<file path="src/rtl/inbus_pkg.sv">
// Shared types and defaults for the inside-bus arbiter: FSM state encoding
// and default bus widths.
package inbus_pkg;

  localparam int DEF_ADDR_W = 16;
  localparam int DEF_DATA_W = 8;

  typedef enum logic [1:0] {
    ST_IDLE  = 2'd0,
    ST_ISSUE = 2'd1,
    ST_WAIT  = 2'd2
  } state_t;

endpackage

</file>
<file path="src/rtl/inbus_arbiter_if.sv">
// Inside-bus bundle: per-master strobe/rdy side and the single memory side.
// The arbiter connects through the slave modport, masters/memory through master.
interface inbus_arbiter_if
  import inbus_pkg::*;
#(
  parameter int NREQ   = 2,
  parameter int ADDR_W = DEF_ADDR_W,
  parameter int DATA_W = DEF_DATA_W
);

  logic [NREQ-1:0]             req_read;
  logic [NREQ-1:0]             req_write;
  logic [NREQ-1:0][ADDR_W-1:0] req_addr;
  logic [NREQ-1:0][DATA_W-1:0] req_wdata;
  logic [NREQ-1:0]             req_rdy;
  logic [DATA_W-1:0]           req_rdata;

  logic [ADDR_W-1:0]           mem_addr;
  logic                        mem_read;
  logic                        mem_write;
  logic [DATA_W-1:0]           mem_wdata;
  logic [DATA_W-1:0]           mem_rdata;
  logic                        mem_rdy;

  modport slave (
    input  req_read, req_write, req_addr, req_wdata, mem_rdata, mem_rdy,
    output req_rdy, req_rdata, mem_addr, mem_read, mem_write, mem_wdata
  );

  modport master (
    output req_read, req_write, req_addr, req_wdata, mem_rdata, mem_rdy,
    input  req_rdy, req_rdata, mem_addr, mem_read, mem_write, mem_wdata
  );

endinterface

</file>
<file path="src/rtl/inbus_arbiter_rr_pick.sv">
// Combinational round-robin picker: first set bit of pend at or after ptr,
// wrapping NREQ-1 -> 0.
module rr_pick #(
  parameter int NREQ  = 2,
  parameter int IDX_W = $clog2(NREQ)
) (
  input  logic [NREQ-1:0]  pend,
  input  logic [IDX_W-1:0] ptr,
  output logic [NREQ-1:0]  onehot,
  output logic [IDX_W-1:0] idx,
  output logic             any
);

  always_comb begin : pick
    logic [IDX_W-1:0] cand;
    onehot = '0;
    idx    = '0;
    any    = 1'b0;
    cand   = '0;
    for (int k = 0; k < NREQ; k++) begin
      cand = IDX_W'((int'(ptr) + k) % NREQ);
      if (!any && pend[cand]) begin
        any          = 1'b1;
        idx          = cand;
        onehot[cand] = 1'b1;
      end
    end
  end

endmodule

</file>
<file path="src/rtl/inbus_arbiter.sv">
// Round-robin arbiter sharing the single-port inside memory bus between NREQ masters.
// Optional WAIT timeout with sticky err is enabled by defining INBUS_ARB_TIMEOUT_EN.
module inbus_arbiter
  import inbus_pkg::*;
#(
  parameter int NREQ   = 2,
  parameter int ADDR_W = DEF_ADDR_W,
  parameter int DATA_W = DEF_DATA_W
`ifdef INBUS_ARB_TIMEOUT_EN
  ,
  parameter int TMO    = 255
`endif
) (
  input  logic                        clk,
  input  logic                        rst,
  inbus_arbiter_if.slave              bus,
  input  logic [NREQ-1:0][ADDR_W-1:0] cfg_base,
  output logic                        busy,
  output logic [NREQ-1:0]             grant,
  output logic                        err
);

  localparam int IDX_W = $clog2(NREQ);

  state_t                      state_q, state_d;
  logic [NREQ-1:0]             pend_q, pend_wr_q;
  logic [NREQ-1:0][ADDR_W-1:0] pend_addr_q;
  logic [NREQ-1:0][DATA_W-1:0] pend_wdata_q;
  logic [IDX_W-1:0]            ptr_q, gnt_idx_q, pick_idx;
  logic [NREQ-1:0]             gnt_oh_q, pick_oh;
  logic                        pick_any, gnt_wr_q, done, timeout;
  logic [ADDR_W-1:0]           mem_addr_q;
  logic [DATA_W-1:0]           mem_wdata_q;

  rr_pick #(.NREQ(NREQ), .IDX_W(IDX_W)) u_pick (
    .pend   (pend_q),
    .ptr    (ptr_q),
    .onehot (pick_oh),
    .idx    (pick_idx),
    .any    (pick_any)
  );

  assign done = (state_q == ST_WAIT) && (bus.mem_rdy || timeout);

  // A strobe arriving while its master is still pending is dropped silently.
  always_ff @(posedge clk or negedge rst) begin
    // NOTE: the per-master latches are only NREQ words of flops, so they are reset along with pend.
    if (!rst) begin
      pend_q       <= '0;
      pend_wr_q    <= '0;
      pend_addr_q  <= '0;
      pend_wdata_q <= '0;
    end else begin
      for (int i = 0; i < NREQ; i++) begin
        if (done && gnt_idx_q == IDX_W'(i)) begin
          pend_q[i] <= 1'b0;
        end else if ((bus.req_read[i] || bus.req_write[i]) && !pend_q[i]) begin
          pend_q[i]       <= 1'b1;
          pend_wr_q[i]    <= bus.req_write[i];
          pend_addr_q[i]  <= bus.req_addr[i];
          pend_wdata_q[i] <= bus.req_wdata[i];
        end
      end
    end
  end

  always_ff @(posedge clk or negedge rst) begin
    // NOTE: state registers use non-blocking assignments so every flop samples pre-edge values.
    if (!rst) state_q <= ST_IDLE;
    else      state_q <= state_d;
  end

  always_comb begin
    // NOTE: default first so every path assigns state_d and no latch is inferred.
    state_d = state_q;
    unique case (state_q)
      ST_IDLE:  if (pick_any) state_d = ST_ISSUE;
      ST_ISSUE: state_d = ST_WAIT;
      ST_WAIT:  if (done) state_d = ST_IDLE;
      default:  state_d = ST_IDLE;
    endcase
  end

  // Base address is sampled once, at grant; the sum wraps modulo 2^ADDR_W.
  always_ff @(posedge clk or negedge rst) begin
    if (!rst) begin
      gnt_idx_q   <= '0;
      gnt_oh_q    <= '0;
      gnt_wr_q    <= 1'b0;
      mem_addr_q  <= '0;
      mem_wdata_q <= '0;
      ptr_q       <= '0;
    end else begin
      if (state_q == ST_IDLE && pick_any) begin
        gnt_idx_q   <= pick_idx;
        gnt_oh_q    <= pick_oh;
        gnt_wr_q    <= pend_wr_q[pick_idx];
        mem_addr_q  <= cfg_base[pick_idx] + pend_addr_q[pick_idx];
        mem_wdata_q <= pend_wdata_q[pick_idx];
      end
      if (done) ptr_q <= (gnt_idx_q == IDX_W'(NREQ - 1)) ? '0 : gnt_idx_q + 1'b1;
    end
  end

`ifdef INBUS_ARB_TIMEOUT_EN
  localparam int CNT_W = $clog2(TMO + 1);
  logic [CNT_W-1:0] wait_cnt_q;
  logic             err_q;

  // Counts WAIT cycles; the TMO-th one without mem_rdy completes the transfer.
  always_ff @(posedge clk or negedge rst) begin
    if (!rst) begin
      wait_cnt_q <= '0;
      err_q      <= 1'b0;
    end else begin
      if (state_q == ST_WAIT && !done) wait_cnt_q <= wait_cnt_q + 1'b1;
      else                             wait_cnt_q <= '0;
      if (timeout) err_q <= 1'b1;
    end
  end

  assign timeout = (state_q == ST_WAIT) && !bus.mem_rdy && (wait_cnt_q == CNT_W'(TMO - 1));
  assign err     = err_q;
`else
  assign timeout = 1'b0;
  assign err     = 1'b0;
`endif

  assign busy          = (state_q != ST_IDLE);
  assign grant         = busy ? gnt_oh_q : '0;
  assign bus.mem_addr  = mem_addr_q;
  assign bus.mem_wdata = mem_wdata_q;
  assign bus.mem_read  = (state_q == ST_ISSUE) && !gnt_wr_q;
  assign bus.mem_write = (state_q == ST_ISSUE) && gnt_wr_q;
  assign bus.req_rdy   = done ? gnt_oh_q : '0;
  assign bus.req_rdata = (done && bus.mem_rdy && !gnt_wr_q) ? bus.mem_rdata : '0;

endmodule

</file>
<file path="src/flat_wrapper.sv">
// flat-port wrapper written by rule: the top's interface ports become plain ports
module inbus_arbiter_flat import inbus_pkg::*;
#(
  parameter int NREQ   = 2,
  parameter int ADDR_W = DEF_ADDR_W,
  parameter int DATA_W = DEF_DATA_W

)
  (clk, rst, cfg_base, busy, grant, err, bus_req_read, bus_req_write, bus_req_addr, bus_req_wdata, bus_mem_rdata, bus_mem_rdy, bus_req_rdy, bus_req_rdata, bus_mem_addr, bus_mem_read, bus_mem_write, bus_mem_wdata);
  inbus_arbiter_if #(.NREQ(NREQ), .ADDR_W(ADDR_W), .DATA_W(DATA_W)) bus_i ();
  input  logic clk;
  input  logic rst;
  input  logic [NREQ-1:0][ADDR_W-1:0] cfg_base;
  output logic busy;
  output logic [NREQ-1:0] grant;
  output logic err;
  input wire logic [$bits(bus_i.req_read)-1:0] bus_req_read;
  input wire logic [$bits(bus_i.req_write)-1:0] bus_req_write;
  input wire logic [$bits(bus_i.req_addr)-1:0] bus_req_addr;
  input wire logic [$bits(bus_i.req_wdata)-1:0] bus_req_wdata;
  input wire logic [$bits(bus_i.mem_rdata)-1:0] bus_mem_rdata;
  input wire logic [$bits(bus_i.mem_rdy)-1:0] bus_mem_rdy;
  output wire logic [$bits(bus_i.req_rdy)-1:0] bus_req_rdy;
  output wire logic [$bits(bus_i.req_rdata)-1:0] bus_req_rdata;
  output wire logic [$bits(bus_i.mem_addr)-1:0] bus_mem_addr;
  output wire logic [$bits(bus_i.mem_read)-1:0] bus_mem_read;
  output wire logic [$bits(bus_i.mem_write)-1:0] bus_mem_write;
  output wire logic [$bits(bus_i.mem_wdata)-1:0] bus_mem_wdata;
  assign bus_i.req_read = bus_req_read;
  assign bus_i.req_write = bus_req_write;
  assign bus_i.req_addr = bus_req_addr;
  assign bus_i.req_wdata = bus_req_wdata;
  assign bus_i.mem_rdata = bus_mem_rdata;
  assign bus_i.mem_rdy = bus_mem_rdy;
  assign bus_req_rdy = bus_i.req_rdy;
  assign bus_req_rdata = bus_i.req_rdata;
  assign bus_mem_addr = bus_i.mem_addr;
  assign bus_mem_read = bus_i.mem_read;
  assign bus_mem_write = bus_i.mem_write;
  assign bus_mem_wdata = bus_i.mem_wdata;
  inbus_arbiter #(.NREQ(NREQ), .ADDR_W(ADDR_W), .DATA_W(DATA_W)) u_core (.clk(clk), .rst(rst), .bus(bus_i), .cfg_base(cfg_base), .busy(busy), .grant(grant), .err(err));
endmodule
</file>
<file path="config.mk">
export PLATFORM = sky130hd
export DESIGN_NAME = inbus_arbiter_flat
export DESIGN_NICKNAME = d
export VERILOG_FILES = /design/src/rtl/inbus_pkg.sv /design/src/rtl/inbus_arbiter_if.sv /design/src/rtl/inbus_arbiter_rr_pick.sv /design/src/rtl/inbus_arbiter.sv /design/src/flat_wrapper.sv
export SDC_FILE = /design/constraint.sdc
export NUM_CORES = 1
export LEC_CHECK = 0
export ABC_AREA = 1
export BUFFER_PORTS_ARGS = -buffer_cell sky130_fd_sc_hd__buf_2
export CAP_MARGIN = 20
export CORE_ASPECT_RATIO = 1.4
export CORE_UTILIZATION = 31
export CTS_BUF_LIST = sky130_fd_sc_hd__clkbuf_2 sky130_fd_sc_hd__clkbuf_4 sky130_fd_sc_hd__clkbuf_8
export DETAILED_ROUTE_END_ITERATION = 8
export PLACE_DENSITY = 0.62
export SLEW_MARGIN = 20
export SYNTH_ARGS = -nofsm -noshare
export SYNTH_HDL_FRONTEND = slang
export SYNTH_HIERARCHICAL = 1
export SYNTH_SLANG_ARGS = --single-unit
</file>
<file path="constraint.sdc">
create_clock -name clk -period 5.9 [get_ports clk]
set_input_delay 0.59 -clock clk [delete_from_list [all_inputs] [get_ports clk]]
set_output_delay 0.59 -clock clk [all_outputs]
set_load 0.03 [all_outputs]
</file>
==> results.sh <==
export IMPL_syn_instance_count=631
export IMPL_grt_util_met1_pct=20.5
export IMPL_rsz0062_at_grt="false"
export IMPL_dieHeight_microns=148
export IMPL_hpwl_microns=9730
export IMPL_slew_viol_final=0
export IMPL_hp_class="input pin to asynchronous set/reset pin"
export IMPL_fmax_mhz=295
export IMPL_synth_top_cell_area_share_pct=43.9
export IMPL_clockRootBuffer="clkbuf_8"
export IMPL_pwr_share_clk_pct=11.2
export IMPL_grt_pass1_vias=4227
export IMPL_switching_power_mw=2.04
export IMPL_grt_usage_pct=17.3
export IMPL_finalHoldViolCount=0
export IMPL_synth_edf_count=0
export IMPL_htree_num_levels=3
export IMPL_crit_chain="inv_1 > nor2_2 > nor2_4 > inv_1 > buf_4 > nand2_1 > nand2_1 > ha_1 > or2_2 > nand3b_1 > nand2_1 > or2_2 > nand3_1 > nand2_1"
export IMPL_vdd_drop_max_mv=0.207
export IMPL_grt_max_degree=65
export IMPL_synth_nets=742
export IMPL_detail_route_antenna_nets=0
export IMPL_p_seq_share_pct=25.7
export IMPL_synthArstFlopShare_pct=100
export IMPL_power_density_nw_per_um2=697
export IMPL_die_w_microns=106
export IMPL_cts_made_buffers=9
export IMPL_p_int_mw=1.95
export IMPL_status="finished clean"
export IMPL_arrival_ns=3.64
export IMPL_numPortBuffers=133
export IMPL_cp_slowest_cell="nor2_4"
export IMPL_synth_area_sq_um=4730
export IMPL_clkTransAtPathRegs_ns=0.10
export IMPL_place_area_sq_um=5510
export IMPL_mostFrequentLayoutCell="nand2_1"
export IMPL_place_gp_congestion=0.873
export IMPL_setup_tns_ns=0
export IMPL_worst_path_most_repeated_cell="nand2_1"
export IMPL_wl_per_cell_microns=13.6
export IMPL_avgSynthCellArea_sq_um=7.49
export IMPL_yosysUniqueCellTypes=32
export IMPL_crit_path_end_kind="flip-flop"
export IMPL_start_util_pct=31.5
export IMPL_grt_overflow=0
export IMPL_ff2ff_setup_slack_ns=2.51
export IMPL_core_area_sq_um=15000
export IMPL_post_cts_buffers=0
export IMPL_synth_top_area_cell="dfrtp_1"
export IMPL_use_met3_pct=2.94
export IMPL_die_area_sq_um=15800
export IMPL_num_rows=53
export IMPL_synth_main_ff_cell="dfrtp_1"
export IMPL_post_cts_resized=0
export IMPL_clk_latency_ns=0.36
export IMPL_design_area_sq_um=5720
export IMPL_ys_warn_count=6
export IMPL_setup_viol=0
export IMPL_ys_ff_latch=83
export IMPL_routed_wl_microns=12900
export IMPL_critPathKind="flip-flop to flip-flop"
export IMPL_crit_fanout=43
export IMPL_switching_share_pct=51.1
export IMPL_yosys_top_cells_area="dfrtp_1, nand2_1, mux2_2"
export IMPL_final_cell_mix="nand2_1, buf_2, dfrtp_1"
export IMPL_cts_hold_buf=0
export IMPL_leakage_nw=3.25
export IMPL_start_kind="flip-flop"
export IMPL_cts_max_path_buffers=2
export IMPL_grt_busiest_layer="met2"
export IMPL_cts_sinks=83
export IMPL_required_ns=6.15
export IMPL_max_slew_margin_pct=32.9
export IMPL_grt_pass1_wl_microns=21000
export IMPL_cpPeakStageDelay_ns=0.70
export IMPL_tightest_slew_ns=1.00
export IMPL_vias=4228
export IMPL_pwr_share_comb_pct=63.1
export IMPL_via_per_inst=4.45
export IMPL_clock_skew_ns=0.0113
export IMPL_diodes=0
export IMPL_ioPinCount=135
export IMPL_antenna_found_initial=0
export IMPL_area_growth_pct=21.0
export IMPL_dr_pass1_iters=7
export IMPL_nets=864
export IMPL_cts_tree="built"
export IMPL_post_route_min_period_ns=3.39
export IMPL_drive_above_1_share_pct=24.9
export IMPL_drc_errors=0
export IMPL_synth_seq_area_share_pct=43.9
export IMPL_grt_use_met2_pct=31.6
export IMPL_initialDrtViolationCount=174
export IMPL_finalCritPeriodShare_pct=57.5
export IMPL_maxCapViolations=0
metrics by stage:
stage	power, mW	hold slack (ns)	worst slack [ns]	utilization, %	cells
after floorplan	2.97	0.294	3.25	-	631
after global placement	3.53	0.455	2.60	36.7	934
after detailed placement	3.56	0.458	2.49	36.7	934
after CTS	4.03	0.0839	2.46	38.2	950
after global routing	4.43	0.0752	2.17	38.2	950
final	3.99	0.0904	2.51	38.2	950
area by class of cell:
type | count | area, sq um
well taps | 192 | 240
inverters | 62 | 233
repair buffers | 135 | 683
multi-input cells | 462 | 2270
fillers | 1667 | 9270
clock inverters | 7 | 92.6
clock buffers | 9 | 124
flip-flops and latches | 83 | 2080
registers in the layout (all words and copies together), names as in the netlist:
register	cells
u_core/pend_q	2
u_core/gnt_wr_q	1
u_core/ptr_q	1
u_core/pend_wr_q	2
u_core/pend_wdata_q	16
u_core/pend_addr_q	32
u_core/gnt_idx_q	1
u_core/bus.mem_addr	16
u_core/bus.mem_wdata	8
u_core/gnt_oh_q	2
u_core/state_q	2
kinds of logic after synthesis:
kind of cell               count (synthesis)  share of synthesized area [%]
DFF                                       83                           43.9
adders and majority gates                 16                           4.39
buffers and inverters                     86                           8.26
muxes                                     25                           5.96
and+or+nand+nor                          385                           33.1
AOI/OAI and AO/OA                         31                           3.52
other                                      1                         0.0793
xor gates and xnor gates                   4                          0.741
worst max-delay path: cells and delay by family, from the launching register on:
family / cells / cell delay (ns)
and+or+nand+nor: 10 / 1.89
DFF: 1 / 0.43
buffers and inverters: 3 / 0.61
adders and majority gates: 1 / 0.35
layer usage:
metal,up-vias,wire [microns],part of all wire (%)
met4,0,132,1.0
li1,2203,-,-
met2,101,6840,53
met3,8,439,3.4
met1,1916,5470,42
met5,-,0,0
cell usage after synthesis, drive strengths merged (9+ instances only):
master    n
ha       15
o21ai    13
a31oi     9
nor2     46
nand2   280
buf      15
inv      61
nand3    44
a21oi     9
dfrtp    83
clkbuf    9
mux2     25
power groups by stage:
stage | Sequential (mW) | Clock [mW] | Combinational (mW)
floorplan | 1.16 | 0 | 1.80
finish | 1.03 | 0.446 | 2.52
CTS | 1.03 | 0.461 | 2.54
global placement | 1.04 | 0 | 2.49
global route | 1.07 | 0.484 | 2.88
detailed placement | 1.04 | 0 | 2.52
path summary, 6_finish.rpt:
| path | cells after the start | endpoint | start |
|---|---|---|---|
| setup / recovery | 14 | u_core/bus.mem_addr[5] | u_core/pend_q[0] |
| hold reg to reg | 2 | u_core/pend_addr_q[8] | u_core/pend_addr_q[8] |
| max in group asynchronous | 2 | u_core/pend_addr_q[15] | rst |
| hold / removal | 1 | u_core/bus.mem_addr[0] | rst |
| setup reg to reg | 14 | u_core/bus.mem_addr[5] | u_core/pend_q[0] |
| min in group clk | 3 | u_core/pend_wdata_q[0] | bus_req_wdata[0] |
(Power assumes the default switching activity.)
